<file path="config.mk">
export PLATFORM = sky130hd
export DESIGN_NAME = prometheus_fx3_sf_out_stage
export DESIGN_NICKNAME = d
export VERILOG_FILES = /design/src/rtl/prometheus_fx3_sf_out_stage.sv
export SDC_FILE = /design/constraint.sdc
export NUM_CORES = 1
export LEC_CHECK = 0
export ABC_AREA = 1
export BUFFER_PORTS_ARGS = -buffer_cell sky130_fd_sc_hd__clkbuf_2
export CAP_MARGIN = 5
export CORE_MARGIN = 2
export CORE_UTILIZATION = 35
export DETAILED_ROUTE_END_ITERATION = 12
export PLACE_DENSITY_LB_ADDON = 0.1
export SLEW_MARGIN = 25
export SYNTH_ARGS = -nofsm -noshare
export SYNTH_HDL_FRONTEND = slang
export SYNTH_SLANG_ARGS = --single-unit
</file>
<file path="constraint.sdc">
create_clock -name clk_100 -period 1.6 [get_ports clk_100]
set_input_delay 0.32 -clock clk_100 [delete_from_list [all_inputs] [get_ports clk_100]]
set_output_delay 0.32 -clock clk_100 [all_outputs]
set_load 0.01 [all_outputs]
</file>
<file path="src/rtl/prometheus_fx3_sf_out_stage.sv">
// FX3 slave-FIFO output stage: registers the raw FX3 flags for the pattern
// generators, grants one generator at a time, drains for a guard interval on
// every mode change, and drives the selected generator onto the GPIF II pins.
// Also keeps write and packet statistics and a sticky write-while-not-ready flag.
module prometheus_fx3_sf_out_stage #(
    parameter int         GUARD_CYCLES = 16,
    parameter logic [1:0] FIFO_ADDR    = 2'b00
) (
    input  logic        clk_100,
    input  logic        rst_n,
    input  logic [1:0]  i_mode_req,
    input  logic        i_flaga,
    input  logic        i_flagb,
    input  logic        i_we_n_stream,
    input  logic        i_we_n_partial,
    input  logic        i_we_n_zlp,
    input  logic        i_pkt_end_n_stream,
    input  logic        i_pkt_end_n_partial,
    input  logic        i_pkt_end_n_zlp,
    input  logic [31:0] i_data_stream,
    input  logic [31:0] i_data_partial,
    input  logic        i_clr_stats,
    output logic        o_gpif_in_ch0_rdy_d,
    output logic        o_gpif_out_ch0_rdy_d,
    output logic        o_stream_sel,
    output logic        o_partial_sel,
    output logic        o_zlp_sel,
    output logic        o_slcs_n,
    output logic        o_slwr_n,
    output logic        o_slrd_n,
    output logic        o_sloe_n,
    output logic        o_pktend_n,
    output logic [1:0]  o_fifo_addr,
    output logic [31:0] o_data,
    output logic        o_data_oe,
    output logic [31:0] o_word_cnt,
    output logic [15:0] o_pkt_cnt,
    output logic        o_err_wr_not_rdy
);

    localparam int GW = $clog2(GUARD_CYCLES + 1);

    typedef enum logic [1:0] {S_IDLE, S_ACTIVE, S_DRAIN} state_t;

    state_t         state, state_nxt;
    logic [1:0]     active_mode, active_mode_nxt;
    logic [GW-1:0]  guard_cnt, guard_cnt_nxt;
    logic [2:0]     grant_nxt;
    logic           mux_we_n, mux_pe_n;
    logic [31:0]    mux_data;

    // Write-only block: read strobes are parked, address is a constant.
    assign o_slrd_n    = 1'b1;
    assign o_sloe_n    = 1'b1;
    assign o_fifo_addr = FIFO_ADDR;

    // Flag sampling: one register stage in every state.
    always_ff @(posedge clk_100 or negedge rst_n) begin
        if (!rst_n) begin
            o_gpif_in_ch0_rdy_d  <= 1'b0;
            o_gpif_out_ch0_rdy_d <= 1'b0;
        end else begin
            o_gpif_in_ch0_rdy_d  <= i_flaga;
            o_gpif_out_ch0_rdy_d <= i_flagb;
        end
    end

    // Mode FSM state, latched mode and drain guard counter.
    always_ff @(posedge clk_100 or negedge rst_n) begin
        if (!rst_n) begin
            state       <= S_IDLE;
            active_mode <= 2'd0;
            guard_cnt   <= '0;
        end else begin
            state       <= state_nxt;
            active_mode <= active_mode_nxt;
            guard_cnt   <= guard_cnt_nxt;
        end
    end

    // Next-state logic; the grant is computed here so it drops on the same
    // edge the FSM leaves ACTIVE and rises one cycle after entering it.
    always_comb begin
        state_nxt       = state;
        active_mode_nxt = active_mode;
        guard_cnt_nxt   = guard_cnt;
        grant_nxt       = 3'b000;
        case (state)
            S_IDLE: begin
                if (i_mode_req != 2'd0) begin
                    state_nxt       = S_ACTIVE;
                    active_mode_nxt = i_mode_req;
                end
            end
            S_ACTIVE: begin
                if (i_mode_req != active_mode) begin
                    state_nxt     = S_DRAIN;
                    guard_cnt_nxt = '0;
                end else begin
                    case (active_mode)
                        2'd1:    grant_nxt = 3'b001;
                        2'd2:    grant_nxt = 3'b010;
                        2'd3:    grant_nxt = 3'b100;
                        default: grant_nxt = 3'b000;
                    endcase
                end
            end
            S_DRAIN: begin
                guard_cnt_nxt = guard_cnt + 1'b1;
                if (guard_cnt == GW'(GUARD_CYCLES - 1)) begin
                    state_nxt = S_IDLE;
                end
            end
            default: state_nxt = S_IDLE;
        endcase
    end

    // Grant outputs, one-hot {zlp, partial, stream}.
    always_ff @(posedge clk_100 or negedge rst_n) begin
        if (!rst_n) begin
            o_stream_sel  <= 1'b0;
            o_partial_sel <= 1'b0;
            o_zlp_sel     <= 1'b0;
        end else begin
            o_stream_sel  <= grant_nxt[0];
            o_partial_sel <= grant_nxt[1];
            o_zlp_sel     <= grant_nxt[2];
        end
    end

    // Source select for the pins; unselected generators never get through.
    always_comb begin
        mux_we_n = 1'b1;
        mux_pe_n = 1'b1;
        mux_data = 32'd0;
        case (active_mode)
            2'd1: begin
                mux_we_n = i_we_n_stream;
                mux_pe_n = i_pkt_end_n_stream;
                mux_data = i_data_stream;
            end
            2'd2: begin
                mux_we_n = i_we_n_partial;
                mux_pe_n = i_pkt_end_n_partial;
                mux_data = i_data_partial;
            end
            2'd3: begin
                mux_we_n = i_we_n_zlp;
                mux_pe_n = i_pkt_end_n_zlp;
                mux_data = 32'd0;
            end
            default: ;
        endcase
    end

    // Registered pin drive; outside ACTIVE strobes park high and data holds.
    always_ff @(posedge clk_100 or negedge rst_n) begin
        if (!rst_n) begin
            o_slcs_n   <= 1'b1;
            o_slwr_n   <= 1'b1;
            o_pktend_n <= 1'b1;
            o_data     <= 32'd0;
            o_data_oe  <= 1'b0;
        end else if (state == S_ACTIVE) begin
            o_slcs_n   <= 1'b0;
            o_slwr_n   <= mux_we_n;
            o_pktend_n <= mux_pe_n;
            o_data     <= mux_data;
            o_data_oe  <= 1'b1;
        end else begin
            o_slcs_n   <= 1'b1;
            o_slwr_n   <= 1'b1;
            o_pktend_n <= 1'b1;
            o_data_oe  <= 1'b0;
        end
    end

    // Statistics from the pin-side strobes; clear wins over count and error set.
    always_ff @(posedge clk_100 or negedge rst_n) begin
        if (!rst_n) begin
            o_word_cnt       <= 32'd0;
            o_pkt_cnt        <= 16'd0;
            o_err_wr_not_rdy <= 1'b0;
        end else if (i_clr_stats) begin
            o_word_cnt       <= 32'd0;
            o_pkt_cnt        <= 16'd0;
            o_err_wr_not_rdy <= 1'b0;
        end else begin
            if (!o_slwr_n)   o_word_cnt <= o_word_cnt + 32'd1;
            if (!o_pktend_n) o_pkt_cnt  <= o_pkt_cnt + 16'd1;
            if (!o_slwr_n && !o_gpif_in_ch0_rdy_d) o_err_wr_not_rdy <= 1'b1;
        end
    end

endmodule

</file>
==> flow_summary.rst <==
.. list-table::
   :header-rows: 1

   * - Metric
     - Value
   * - Vias post-DR
     - between 5,000 and 6,000
   * - Mean number of vias per cell
     - 4.86
   * - FF+latch count, synth
     - between 90 and 100
   * - Post-synth top flop
     - sky130_fd_sc_hd__dfrtp_1
   * - VDD IR-drop max
     - ~0.68 mV
   * - XOR/XNOR Fraction of Synth Area
     - 0.00496
   * - First-pass GRT wire length
     - between 20 and 25 mm
   * - Crit end category
     - register
   * - Total Routed Length
     - around 15 mm
   * - Cell at the root of the clock tree
     - sky130_fd_sc_hd__clkbuf_16
   * - Combinational cell fraction of total power
     - 0.350
   * - Clock tree from TritonCTS
     - yes
   * - Power Internal
     - 0.00577 W
   * - Number of buffers on the longest clock path
     - 2
   * - Ratio of total power to cell area
     - between 1000 and 1500 nW/um2
   * - Buffering stage count on the worst path with inverters included
     - 2
   * - Cell type group with the largest total delay on the critical path
     - simple AND/OR/NAND/NOR gates
   * - Vias in the first global route
     - 4,881
   * - Cell Area, Synth
     - 5300 um2
   * - Number of sinks on the clock net
     - 99
   * - Clock power frac
     - 0.279
   * - Routed metal-1 wire length
     - 6.65 mm
   * - Placed standard-cell area
     - between 6000 and 7000 um2
   * - RD Place Congestion
     - between 0.8 and 0.9
   * - Most prevalent standard cell on the critical path
     - sky130_fd_sc_hd__nor2_2
   * - Delay contributed by the slowest stage of the critical path
     - 0.41 ns
   * - Final period demand of the worst path
     - between 1.5 and 2 ns
   * - Slew Limit Fails
     - 0
   * - Cells along the critical path
     - buf_4, inv_1, nor2_2, nand2_4, nor2_2, nand4_1, nand2_1, nor2_1
   * - Number of distinct library cells after synthesis
     - 39
   * - Area of the placeable core
     - 14,600 um2
   * - Kind of start point of the critical path
     - register
   * - Net switching share of the total power
     - 0.357
   * - Avg Inst Size Synth
     - between 7 and 8 um2
   * - Final routed DRC violation total
     - 0
   * - CP Data Required Time
     - ~1.8 ns
   * - Critical-path top delay cell
     - sky130_fd_sc_hd__dfrtp_1
   * - Skew-Pair Late Insertion Delay
     - ~0.34 ns
   * - Static Leakage
     - around 3.7 nW
   * - Sequential fraction of design power
     - 0.370
   * - Final worst path period share
     - 0.954
   * - HPWL after detailed placement
     - approximately 11 mm
   * - Initial drt markers
     - between 300 and 400
   * - FMAX
     - about 660 MHz
   * - Final setup violating endpoints
     - 0
   * - H-tree Lvls
     - 3
   * - Final non-filler cell area
     - about 7000 um2
   * - Main combinational cell family by area after synthesis
     - simple AND/OR/NAND/NOR gates
   * - Die height
     - roughly 130 um
   * - Layout fillers
     - roughly 1,500
   * - Highest metal layer with signal wires
     - met4
   * - Synthesis Warnings
     - 0
   * - Count of buffers from port buffering
     - between 150 and 200
   * - Library cell with the highest instance count after synthesis
     - sky130_fd_sc_hd__nand2_1
   * - Share of layout cells above drive strength 1
     - 0.265
   * - Dominant cell type by area after synthesis
     - sky130_fd_sc_hd__dfrtp_1
   * - Residual antenna-violating net count after detailed routing
     - 0
   * - Fraction of the yosys area taken by sequential cells
     - 0.468
   * - Type of the tightest min-delay check
     - in -> reg
   * - Max cap viols
     - 0
   * - Diodes inserted
     - 0
   * - Adder and majority gate portion of the synthesized area
     - 0.0189
   * - Setup CP Type
     - reg -> reg
   * - TritonCTS buffer count
     - 9
   * - Area of the die
     - 16,100 um2
   * - Post-synthesis compound-gate area fraction
     - 0.0997
   * - Number of optimization iterations in the first detailed-route pass
     - 4
   * - Outcome
     - finished clean
   * - Post-DR wirelength/cell
     - ~14 um
   * - DR WL met2
     - a little under 7 mm
   * - GR Overflow Total
     - 0
   * - # rows
     - 44
   * - Initial cell density of the core
     - 0.362
   * - Largest net degree at the start of global routing
     - 44
   * - Clock-pin slew of the registers on the worst-case setup and hold paths
     - 0.07 ns
   * - Arrival time of the worst setup path
     - ~1.8 ns
   * - Cell count after synthesis
     - a little under 700
   * - Number of nets in the layout
     - about 940
   * - Final hold vios
     - 0
   * - Biggest area contributors in the synthesized netlist
     - sky130_fd_sc_hd__dfrtp_1, sky130_fd_sc_hd__nand2_1, sky130_fd_sc_hd__nand3_1
   * - GRT Resource Usage Total
     - 0.183
   * - Highest net fanout along the worst path
     - 6
   * - Initial antenna violation count
     - 0
   * - Share of synthesized flip-flops with an asynchronous set or reset
     - 1.00
   * - Mux contribution to synthesized area
     - 0
   * - Area growth from synthesis to layout
     - 28.5%
   * - Met3 WL
     - 921 um
   * - Ports placed on the boundary
     - about 170
   * - Maximum clock skew at final layout
     - between 0.005 and 0.006 ns
   * - Worst hold margin
     - approximately 0.076 ns
   * - Area share of the largest cell type after synthesis
     - 0.454
   * - Net Sw Power
     - around 0.0032 W
   * - Simple logic cell fraction of the synthesized area
     - 0.329
   * - Number of flops mapped to enable cells by yosys
     - 0
   * - Most used standard cells in the synthesized netlist
     - sky130_fd_sc_hd__nand2_1, sky130_fd_sc_hd__dfrtp_1, sky130_fd_sc_hd__nor2_1, sky130_fd_sc_hd__nand3_1, sky130_fd_sc_hd__inv_1
   * - Horizontal extent of the die
     - 127 um
final timing paths:
path                          startpoint             endpoint  slack, ns  depth (start not counted)
min reg2reg                    o_data[4]            o_data[4]       0.49                          2
min                              i_flaga  o_gpif_in_ch0_rdy_d       0.08                          1
max in group asynchronous          rst_n             o_slwr_n       0.55                          3
max reg2reg                o_word_cnt[0]       o_word_cnt[21]       0.07                          8
max                        o_word_cnt[0]       o_word_cnt[21]       0.07                          8
min in group asynchronous          rst_n        o_word_cnt[3]       0.43                          2
registers in the layout (all words and copies together), names as in the netlist:
signal	flops
o_data_oe	1
state	2
o_data	32
o_pktend_n	1
o_slwr_n	1
o_slcs_n	1
o_gpif_in_ch0_rdy_d	1
guard_cnt	5
o_gpif_out_ch0_rdy_d	1
o_partial_sel	1
o_err_wr_not_rdy	1
o_stream_sel	1
o_pkt_cnt	16
active_mode	2
o_zlp_sel	1
o_word_cnt	32
power by group through the flow:
stage          registers, W  logic [W]  clock network (W)
6_report            0.00332    0.00314            0.00251
5_1_grt             0.00339    0.00353            0.00271
4_1_cts             0.00332    0.00313            0.00259
3_5_place_dp        0.00335    0.00313                  0
3_3_place_gp        0.00336    0.00307                  0
2_1_floorplan       0.00349    0.00183                  0
stage by stage:
stage / total power [W] / TNS [ns] / util / instances / worst slack, ns
2_1_floorplan: 0.00532 / 0 / - / 688 / 0.174
3_3_place_gp: 0.00643 / 0 / 0.435 / 1025 / 0.118
3_5_place_dp: 0.00647 / 0 / 0.435 / 1025 / 0.0553
4_1_cts: 0.00904 / 0 / 0.459 / 1041 / 0.0306
5_1_grt: 0.00962 / -0.0259 / 0.465 / 1046 / -0.0168
6_report: 0.00898 / 0 / 0.465 / 1046 / 0.0742
cells in the final DEF (no fill, tap or decap), types with 4 or more instances in the layout:
| cell | synthesis | final |
|---|---|---|
| sky130_fd_sc_hd__nand2_1 | 198 | 195 |
| sky130_fd_sc_hd__nor2_4 | 3 | 7 |
| sky130_fd_sc_hd__o21ai_0 | 16 | 16 |
| sky130_fd_sc_hd__nand3_1 | 70 | 69 |
| sky130_fd_sc_hd__clkbuf_2 | 0 | 165 |
| sky130_fd_sc_hd__buf_4 | 5 | 15 |
| sky130_fd_sc_hd__buf_12 | 0 | 4 |
| sky130_fd_sc_hd__nor2_2 | 7 | 5 |
| sky130_fd_sc_hd__clkbuf_16 | 0 | 9 |
| sky130_fd_sc_hd__nand2_4 | 5 | 5 |
| sky130_fd_sc_hd__a21oi_1 | 21 | 21 |
| sky130_fd_sc_hd__ha_1 | 8 | 7 |
| sky130_fd_sc_hd__inv_1 | 65 | 65 |
| sky130_fd_sc_hd__nand4_1 | 11 | 11 |
| sky130_fd_sc_hd__nand2_2 | 1 | 4 |
| sky130_fd_sc_hd__dfrtp_1 | 96 | 96 |
| sky130_fd_sc_hd__a22o_1 | 32 | 32 |
| sky130_fd_sc_hd__nor2_1 | 93 | 92 |
| sky130_fd_sc_hd__conb_1 | 2 | 4 |
per-layer routing:
metal / vias to the layer above / global-route usage
met2: 167 / 0.306
met1: 2345 / 0.239
met3: 13 / 0.0356
li1: 2554 / -
met4: 0 / 0.0595
met5: - / 0
worst reg2reg max path: stages (launching register included):
cell	delay, ns
sky130_fd_sc_hd__dfrtp_1	0.41
sky130_fd_sc_hd__buf_4	0.14
sky130_fd_sc_hd__inv_1	0.06
sky130_fd_sc_hd__nor2_2	0.20
sky130_fd_sc_hd__nand2_4	0.09
sky130_fd_sc_hd__nor2_2	0.26
sky130_fd_sc_hd__nand4_1	0.14
sky130_fd_sc_hd__nand2_1	0.09
sky130_fd_sc_hd__nor2_1	0.04
timing repair:
action,CTS,global route
hold endpoints to repair,20,0
setup buffers,0,4
gates resized for setup,0,11
hold buffers,1,0
setup endpoints to repair,0,13
cells by family after synthesis:
logic type,after synthesis
flip-flops,99
XOR/XNOR,3
adder cells (fa/ha/maj),8
other,2
AO/OA/AOI/OAI,78
buffers and inverters,96
AND/OR/NAND/NOR,400
cell type report:
class / instances / area (um2) / share of cell area
multi-input cells: 494 / 2460 / 0.362
clock inverters: 4 / 98.8 / 0.0145
inverters: 69 / 259 / 0.0381
flip-flops and latches: 99 / 2480 / 0.365
well taps: 184 / 230 / 0.0338
repair buffers: 185 / 1030 / 0.151
clock buffers: 11 / 243 / 0.0357
No activity file was read; power rests on OpenSTA's default activity.
